**config.mk**
```make
export PLATFORM = sky130hd
export DESIGN_NAME = multicycle_controller
export DESIGN_NICKNAME = d
export VERILOG_FILES = /design/src/rtl/multicycle_controller_pkg.sv /design/src/rtl/multicycle_controller_branch_cond.sv /design/src/rtl/multicycle_controller.sv
export SDC_FILE = /design/constraint.sdc
export NUM_CORES = 1
export LEC_CHECK = 0
export BUFFER_PORTS_ARGS = -buffer_cell sky130_fd_sc_hd__buf_2
export CORE_ASPECT_RATIO = 0.6
export CORE_UTILIZATION = 40
export CTS_CLUSTER_DIAMETER = 100
export DETAILED_ROUTE_END_ITERATION = 7
export GPL_ROUTABILITY_DRIVEN = 0
export PLACE_DENSITY = 0.67
export SYNTH_ARGS = -nofsm -noshare
export SYNTH_HDL_FRONTEND = slang
export SYNTH_HIERARCHICAL = 1
export SYNTH_SLANG_ARGS = --single-unit
export TNS_END_PERCENT = 50
```
**constraint.sdc**
```tcl
create_clock -name clk -period 1.76 [get_ports clk]
set_input_delay 0.176 -clock clk [delete_from_list [all_inputs] [get_ports clk]]
set_output_delay 0.176 -clock clk [all_outputs]
set_load 0.03 [all_outputs]
```
**src/rtl/multicycle_controller_pkg.sv**
```systemverilog
// rtl/multicycle_controller_pkg.sv - RV32I control encodings, state codes and immediate-format decode
package multicycle_controller_pkg;

  localparam logic [6:0] OPC_LW   = 7'b0000011;
  localparam logic [6:0] OPC_SW   = 7'b0100011;
  localparam logic [6:0] OPC_R    = 7'b0110011;
  localparam logic [6:0] OPC_I    = 7'b0010011;
  localparam logic [6:0] OPC_B    = 7'b1100011;
  localparam logic [6:0] OPC_JAL  = 7'b1101111;
  localparam logic [6:0] OPC_JALR = 7'b1100111;
  localparam logic [6:0] OPC_LUI  = 7'b0110111;

  localparam logic [1:0] ALU_ADD   = 2'b00;
  localparam logic [1:0] ALU_SUB   = 2'b01;
  localparam logic [1:0] ALU_RTYPE = 2'b10;
  localparam logic [1:0] ALU_ITYPE = 2'b11;

  localparam logic [2:0] IMM_I   = 3'b000;
  localparam logic [2:0] IMM_S   = 3'b001;
  localparam logic [2:0] IMM_B   = 3'b010;
  localparam logic [2:0] IMM_LUI = 3'b011;
  localparam logic [2:0] IMM_JAL = 3'b100;

  localparam logic [1:0] RES_ALUOUT = 2'b00;
  localparam logic [1:0] RES_MEM    = 2'b01;
  localparam logic [1:0] RES_ALU    = 2'b10;

  localparam logic [1:0] SRCA_PC    = 2'b00;
  localparam logic [1:0] SRCA_OLDPC = 2'b01;
  localparam logic [1:0] SRCA_RS1   = 2'b10;
  localparam logic [1:0] SRCA_ZERO  = 2'b11;

  localparam logic [1:0] SRCB_RS2  = 2'b00;
  localparam logic [1:0] SRCB_IMM  = 2'b01;
  localparam logic [1:0] SRCB_FOUR = 2'b10;

  localparam logic [2:0] F3_BEQ = 3'b000;
  localparam logic [2:0] F3_BNE = 3'b001;
  localparam logic [2:0] F3_BLT = 3'b100;
  localparam logic [2:0] F3_BGE = 3'b101;

  typedef enum logic [13:0] {
    S_FETCH     = 14'h0001,
    S_DECODE    = 14'h0002,
    S_MEM_ADR   = 14'h0004,
    S_MEM_READ  = 14'h0008,
    S_MEM_WB    = 14'h0010,
    S_MEM_WRITE = 14'h0020,
    S_EXEC_R    = 14'h0040,
    S_EXEC_I    = 14'h0080,
    S_EXEC_LUI  = 14'h0100,
    S_ALU_WB    = 14'h0200,
    S_BRANCH    = 14'h0400,
    S_EXEC_JALR = 14'h0800,
    S_JAL       = 14'h1000,
    S_TRAP      = 14'h2000
  } state_t;

  function automatic logic [2:0] imm_src_of(input logic [6:0] opc);
    case (opc)
      OPC_SW:  return IMM_S;
      OPC_B:   return IMM_B;
      OPC_LUI: return IMM_LUI;
      OPC_JAL: return IMM_JAL;
      default: return IMM_I;
    endcase
  endfunction

endpackage

```
**src/rtl/multicycle_controller_branch_cond.sv**
```systemverilog
// rtl/multicycle_controller_branch_cond.sv - branch-taken decision from funct3 and ALU flags of rs1-rs2
module multicycle_controller_branch_cond
  import multicycle_controller_pkg::*;
(
  input  logic [2:0] f3,
  input  logic       zero,
  input  logic       neg,
  output logic       take
);

  always_comb begin
    take = 1'b0;
    case (f3)
      F3_BEQ:  take = zero;
      F3_BNE:  take = ~zero;
      F3_BLT:  take = neg;
      F3_BGE:  take = ~neg | zero;
      default: take = 1'b0;
    endcase
  end

endmodule

```
**src/rtl/multicycle_controller.sv**
```systemverilog
// rtl/multicycle_controller.sv - multi-cycle RV32I control FSM with memory handshake, bus timeout and illegal trap
// Optional perf counters (cycle_cnt, instret_cnt, CNT_W) are built only when PERF_CNT_EN is defined.
module multicycle_controller
  import multicycle_controller_pkg::*;
#(
  parameter int WAIT_W   = 4,
  parameter int WAIT_MAX = 15
`ifdef PERF_CNT_EN
  , parameter int CNT_W  = 32
`endif
)
(
  input  logic       clk,
  input  logic       rst,
  input  logic [6:0] opc,
  input  logic [2:0] f3,
  input  logic       zero,
  input  logic       neg,
  input  logic       mem_ready,
  output logic       mem_req,
  output logic       mem_write,
  output logic       adr_src,
  output logic       ir_write,
  output logic       pc_write,
  output logic       reg_write,
  output logic [1:0] alu_src_a,
  output logic [1:0] alu_src_b,
  output logic [1:0] alu_op,
  output logic [2:0] imm_src,
  output logic [1:0] result_src,
  output logic       instr_retired,
  output logic       illegal,
  output logic       bus_err
`ifdef PERF_CNT_EN
  , output logic [CNT_W-1:0] cycle_cnt
  , output logic [CNT_W-1:0] instret_cnt
`endif
);

  localparam logic [WAIT_W-1:0] WAIT_LIM = WAIT_W'(WAIT_MAX);

  state_t            state, next_state;
  logic [WAIT_W-1:0] wait_cnt;
  logic              take, timeout;
  logic              mem_req_c, mem_write_c, ir_write_c, pc_write_c, reg_write_c, retire_c;
  logic              set_illegal, set_bus_err;

  multicycle_controller_branch_cond u_branch_cond (
    .f3   (f3),
    .zero (zero),
    .neg  (neg),
    .take (take)
  );

  // A ready arriving on the limit cycle completes the access instead of trapping.
  assign timeout = (WAIT_MAX != 0) && mem_req_c && !mem_ready && (wait_cnt == WAIT_LIM);

  always_comb begin
    next_state  = state;
    mem_req_c   = 1'b0;
    mem_write_c = 1'b0;
    ir_write_c  = 1'b0;
    pc_write_c  = 1'b0;
    reg_write_c = 1'b0;
    retire_c    = 1'b0;
    set_illegal = 1'b0;
    set_bus_err = 1'b0;
    adr_src     = 1'b0;
    alu_src_a   = SRCA_PC;
    alu_src_b   = SRCB_RS2;
    alu_op      = ALU_ADD;
    result_src  = RES_ALUOUT;
    imm_src     = (state == S_FETCH) ? IMM_I : imm_src_of(opc);
    case (state)
      S_FETCH: begin
        mem_req_c = 1'b1;
        if (mem_ready) begin
          ir_write_c = 1'b1;
          pc_write_c = 1'b1;
          alu_src_a  = SRCA_PC;
          alu_src_b  = SRCB_FOUR;
          result_src = RES_ALU;
          next_state = S_DECODE;
        end else if (timeout) begin
          set_bus_err = 1'b1;
          next_state  = S_TRAP;
        end
      end
      S_DECODE: begin
        alu_src_a = SRCA_OLDPC;
        alu_src_b = SRCB_IMM;
        case (opc)
          OPC_LW, OPC_SW: next_state = S_MEM_ADR;
          OPC_R:          next_state = S_EXEC_R;
          OPC_I:          next_state = S_EXEC_I;
          OPC_B:          next_state = S_BRANCH;
          OPC_JAL:        next_state = S_JAL;
          OPC_JALR:       next_state = S_EXEC_JALR;
          OPC_LUI:        next_state = S_EXEC_LUI;
          default: begin
            set_illegal = 1'b1;
            next_state  = S_TRAP;
          end
        endcase
      end
      S_MEM_ADR: begin
        alu_src_a  = SRCA_RS1;
        alu_src_b  = SRCB_IMM;
        next_state = (opc == OPC_SW) ? S_MEM_WRITE : S_MEM_READ;
      end
      S_MEM_READ: begin
        adr_src   = 1'b1;
        mem_req_c = 1'b1;
        if (mem_ready) begin
          next_state = S_MEM_WB;
        end else if (timeout) begin
          set_bus_err = 1'b1;
          next_state  = S_TRAP;
        end
      end
      S_MEM_WB: begin
        result_src  = RES_MEM;
        reg_write_c = 1'b1;
        retire_c    = 1'b1;
        next_state  = S_FETCH;
      end
      S_MEM_WRITE: begin
        adr_src     = 1'b1;
        mem_req_c   = 1'b1;
        mem_write_c = 1'b1;
        if (mem_ready) begin
          retire_c   = 1'b1;
          next_state = S_FETCH;
        end else if (timeout) begin
          set_bus_err = 1'b1;
          next_state  = S_TRAP;
        end
      end
      S_EXEC_R: begin
        alu_src_a  = SRCA_RS1;
        alu_src_b  = SRCB_RS2;
        alu_op     = ALU_RTYPE;
        next_state = S_ALU_WB;
      end
      S_EXEC_I: begin
        alu_src_a  = SRCA_RS1;
        alu_src_b  = SRCB_IMM;
        alu_op     = ALU_ITYPE;
        next_state = S_ALU_WB;
      end
      S_EXEC_LUI: begin
        alu_src_a  = SRCA_ZERO;
        alu_src_b  = SRCB_IMM;
        next_state = S_ALU_WB;
      end
      S_ALU_WB: begin
        reg_write_c = 1'b1;
        retire_c    = 1'b1;
        next_state  = S_FETCH;
      end
      S_BRANCH: begin
        alu_src_a  = SRCA_RS1;
        alu_src_b  = SRCB_RS2;
        alu_op     = ALU_SUB;
        pc_write_c = take;
        retire_c   = 1'b1;
        next_state = S_FETCH;
      end
      S_EXEC_JALR: begin
        alu_src_a  = SRCA_RS1;
        alu_src_b  = SRCB_IMM;
        next_state = S_JAL;
      end
      S_JAL: begin
        // ALUOut holds the jump target; the ALU now forms the link value old_pc+4.
        pc_write_c = 1'b1;
        alu_src_a  = SRCA_OLDPC;
        alu_src_b  = SRCB_FOUR;
        next_state = S_ALU_WB;
      end
      S_TRAP:  next_state = S_TRAP;
      default: next_state = S_FETCH;
    endcase
  end

  assign mem_req       = rst & mem_req_c;
  assign mem_write     = rst & mem_write_c;
  assign ir_write      = rst & ir_write_c;
  assign pc_write      = rst & pc_write_c;
  assign reg_write     = rst & reg_write_c;
  assign instr_retired = rst & retire_c;

  always_ff @(posedge clk) begin
    if (!rst) begin
      state    <= S_FETCH;
      wait_cnt <= '0;
      illegal  <= 1'b0;
      bus_err  <= 1'b0;
    end else begin
      state <= next_state;
      if (set_illegal) illegal <= 1'b1;
      if (set_bus_err) bus_err <= 1'b1;
      if (next_state != state &&
          (next_state == S_FETCH || next_state == S_MEM_READ || next_state == S_MEM_WRITE))
        wait_cnt <= '0;
      else if (mem_req_c && !mem_ready)
        wait_cnt <= wait_cnt + WAIT_W'(1);
    end
  end

`ifdef PERF_CNT_EN
  always_ff @(posedge clk) begin
    if (!rst) begin
      cycle_cnt   <= '0;
      instret_cnt <= '0;
    end else begin
      if (state != S_TRAP) cycle_cnt <= cycle_cnt + CNT_W'(1);
      if (retire_c) instret_cnt <= instret_cnt + CNT_W'(1);
    end
  end
`endif

endmodule

```
==> impl_summary.md <==
Outcome
The run finished, with violations left. The checks that failed: setup timing.

Global route
The initial antenna violation count was 0. The first global-routing pass estimated 10600 µm of wire. The leftover overflow at the end of global routing is 0. The pin count of the biggest net entering global routing is 13.

The overall global routing resource usage is 36.8%. The via count of the first global-routing pass came to 2029.

Synthesis
The number of standard cells after synthesis is 185. The warning count from the yosys run is 6. By instance count, the leading cell after synthesis is sky130_fd_sc_hd__nor2_1. The number of synthesized flops with an enable pin is 0. The post-synthesis area per instance is 7.80 µm².

The netlist uses 48 different library cells. The most used flip-flop cell after synthesis is sky130_fd_sc_hd__dfxtp_1. Of all flip-flops after synthesis, the portion carrying an async set or reset was 0%. The number of nets produced by synthesis is 201. The share of synthesized area in the top cell type comes to 27.7%. The register bit count reported by yosys is 20. Summed over all instances, the cell type with the most area after synthesis is sky130_fd_sc_hd__dfxtp_1. Sorting the synthesized cells by area gives the leading types as sky130_fd_sc_hd__dfxtp_1, sky130_fd_sc_hd__nor2_1, sky130_fd_sc_hd__nand3_1. The netlist area before placement is 1440 µm². By count the netlist is led by sky130_fd_sc_hd__nor2_1, sky130_fd_sc_hd__dfxtp_1, sky130_fd_sc_hd__nand3_1, sky130_fd_sc_hd__nor3_1, sky130_fd_sc_hd__nand2_1. Of the synthesized area, sequential elements account for 27.7%.

Timing
The count of final hold-check violations is 0. The transition at the pin with the smallest max-transition slack is 0.604 ns. The final max-slew violation count is 0. The worst setup margin is -0.654 ns. The number of setup violations in the final report is 38.

Subtracting the final worst setup slack from the clock period gives 2.41 ns. Headroom to the max-slew limit came out at 59.2%. The final critical-path share of the clock period is 137%. Setup repair after global routing could not meet its margin everywhere. On the final layout, the worst clock skew is 0.0125 ns.

The timing-limited maximum frequency is 414 MHz.

Setup path
Traced cell by cell, the critical path runs through or4_4, nor4_4, buf_4, nand4b_4, or2_4, a31oi_4, buf_6. Among cell families on the critical path, the largest total delay comes from simple AND/OR/NAND/NOR gates. Among all stages on the critical path, the largest delay is contributed by sky130_fd_sc_hd__or4_4. The critical path contains buffers and inverters numbering 2 combined. The worst setup path is captured at an output port. The type of origin of the critical path is a flop. For this run, the slowest stage of the critical path takes 0.57 ns. The highest net fanout along the worst path is 2. By startpoint and endpoint, the worst setup path is classified as flop to output port.

The critical path data arrival time is 2.24 ns. The data required time at the worst endpoint is 1.58 ns.

Floorplan
The total die area is 3860 µm². The initial cell density of the core is 43.2%. The horizontal die dimension is 79.6 µm.

In this run the count of I/O pins placed on the die edge is 35. The placeable core area is 3340 µm². The die boundary height is 48.5 µm. The total number of placement rows is 16.

Clock network
The number of buffers added by the clock tree synthesis step is 3. The clock insertion delay at the later pin of the skew report is 0.27 ns. The buffer type at the clock tree root is sky130_fd_sc_hd__clkbuf_8. The number of buffers on the longest clock path is 2.

The CTS H-tree depth is 1. The TritonCTS sink count is 20. The CTS tree is done. Buffers inserted to repair hold after CTS numbered 0.

Clock-pin slew was measured on the worst setup and hold paths at 0.09 ns.

Power
The clock network accounts for 27.6% of the total power. The total power per unit cell area is 616 nW/µm². In this run, the combinational gates consume 44.8% of the power.

The switching power of the nets is 617 µW. In this run the static leakage power is 0.00122 µW. The net switching share of the total power is 35.2%. IR analysis of the VDD net gives a maximum drop of 0.406 mV.

The total design power is 1750 µW. The internal power consumption is 1140 µW. The sequential share of power is 27.7%.

Cells and area
The filler cell count in the final layout is 169. The number of nets in the layout is 314. The share of cells above drive strength 1 is 60.3%. The synthesis-to-layout area growth is 97.3%. The count of antenna diodes in the layout is 0.

Detailed routing
Using the TritonRoute via totals, the vias-per-cell ratio works out to 6.59. The routed layout has 2253 vias. The detailed router's first-iteration violation count is 244.

In this run the remaining antenna-violating nets after routing total 0. The post-detailed-route DRC marker count is 0. After detailed routing, the total wire length is 8070 µm.

Dividing the detail-routed wire length by the instance count gives 23.6 µm. The first-pass iteration count of the detailed router is 5.

Hold path
The worst hold path belongs to the class input port to flop.

Placement
At the placement stage, the worst setup path has a slack of -0.329 ns. The count of buffers inserted at the top-level ports is 34. Detailed placement ended at an HPWL of 3790 µm.

Job
Across the run, the number of max-cap violations was 0.
## metal layers
metal / wire length, µm / up-vias / track usage (%)
met3: 1070 / 72 / 9.25
met1: 3110 / 1052 / 48.9
li1: - / 909 / -
met2: 3370 / 220 / 54.8
met4: 520 / 0 / 18.8
met5: 0 / - / 0
## power groups by stage
stage	combinational (µW)	clock, µW	sequential (µW)
3_3_place_gp	492	0	489
4_1_cts	638	482	480
2_1_floorplan	275	0	492
3_5_place_dp	498	0	489
6_report	785	483	485
5_1_grt	810	502	484
## cell families (layout without fill, tap and decap cells)
group / after synthesis / count (layout) / share of synthesized area [%]
buffers and inverters: 16 / 128 / 5.20
and+or+nand+nor: 110 / 110 / 45.7
adders and majority gates: 1 / 1 / 0.866
DFF: 20 / 20 / 27.7
muxes: 2 / 2 / 1.39
AOI/OAI and AO/OA: 26 / 26 / 13.1
xor gates and xnor gates: 10 / 10 / 6.07
## cells in the final DEF, fill, tap and decap left out, drive strengths merged, types with 2 or more instances in the layout
cell and instances:
mux2i 2, o21ai 5, xnor2 5, xor2 5, nor2 26, nor4 9, buf 117, a31oi 2
dfxtp 20, nand4 5, nor4b 4, clkbuf 3, or2 4, nand4b 6, nand2b 4, a21oi 6
nor2b 2, and3 4, o21a 2, nand2 11, nor3 12, nand3 15, or3b 2, a41oi 2
inv 6
## what timing repair did
action,in CTS,in global routing
setup endpoints to repair,37,38
resized for setup,71,37
pin swaps,26,14
setup buffers,22,10
## path summary, 6_finish.rpt
check,startpoint,end,slack (ns),cells past startpoint
max reg2reg,state[5],wait_cnt[3],-0.60,10
max,state[4],pc_write,-0.65,7
min,opc[4],state[2],0.13,2
min reg2reg,illegal,illegal,0.48,1
## layout make-up
| type | count | area [µm²] | area share [%] |
|---|---|---|---|
| Clock buffer | 3 | 41.3 | 1.45 |
| Clock inverter | 1 | 30.0 | 1.05 |
| Inverter | 7 | 30.0 | 1.05 |
| Multi-Input combinational cell | 149 | 1280 | 44.9 |
| Sequential cell | 20 | 410 | 14.4 |
| Tap cell | 45 | 56.3 | 1.98 |
| Timing Repair Buffer | 117 | 1000 | 35.1 |
## worst register-to-register path: stages, from the launching register on
cell and delay, ns:
sky130_fd_sc_hd__dfxtp_2 0.35, sky130_fd_sc_hd__buf_6 0.14, sky130_fd_sc_hd__buf_4 0.13, sky130_fd_sc_hd__xor2_1 0.29, sky130_fd_sc_hd__nand3b_1 0.20, sky130_fd_sc_hd__buf_4 0.20
sky130_fd_sc_hd__a211oi_4 0.29, sky130_fd_sc_hd__buf_6 0.16, sky130_fd_sc_hd__nand4_1 0.12, sky130_fd_sc_hd__xor2_1 0.20, sky130_fd_sc_hd__nor3_1 0.20
## metrics by stage
stage	instances	utilization, %	instance area (µm²)	setup TNS, ns	hold WS (ns)
after global placement	309	63.8	2130	-3.36	0.403
final	342	85.2	2850	-15.07	0.126
after CTS	333	78.6	2630	-9.61	0.127
after detailed placement	309	63.8	2130	-4.24	0.412
after floorplan	185	-	1510	-2.22	0.253
after global routing	342	85.2	2850	-16.63	0.129
## registers in the layout (all words and copies together), names as in the netlist
name / flops
bus_err: 1
illegal: 1
state: 14
wait_cnt: 4
Power figures use the tool's default switching activity.
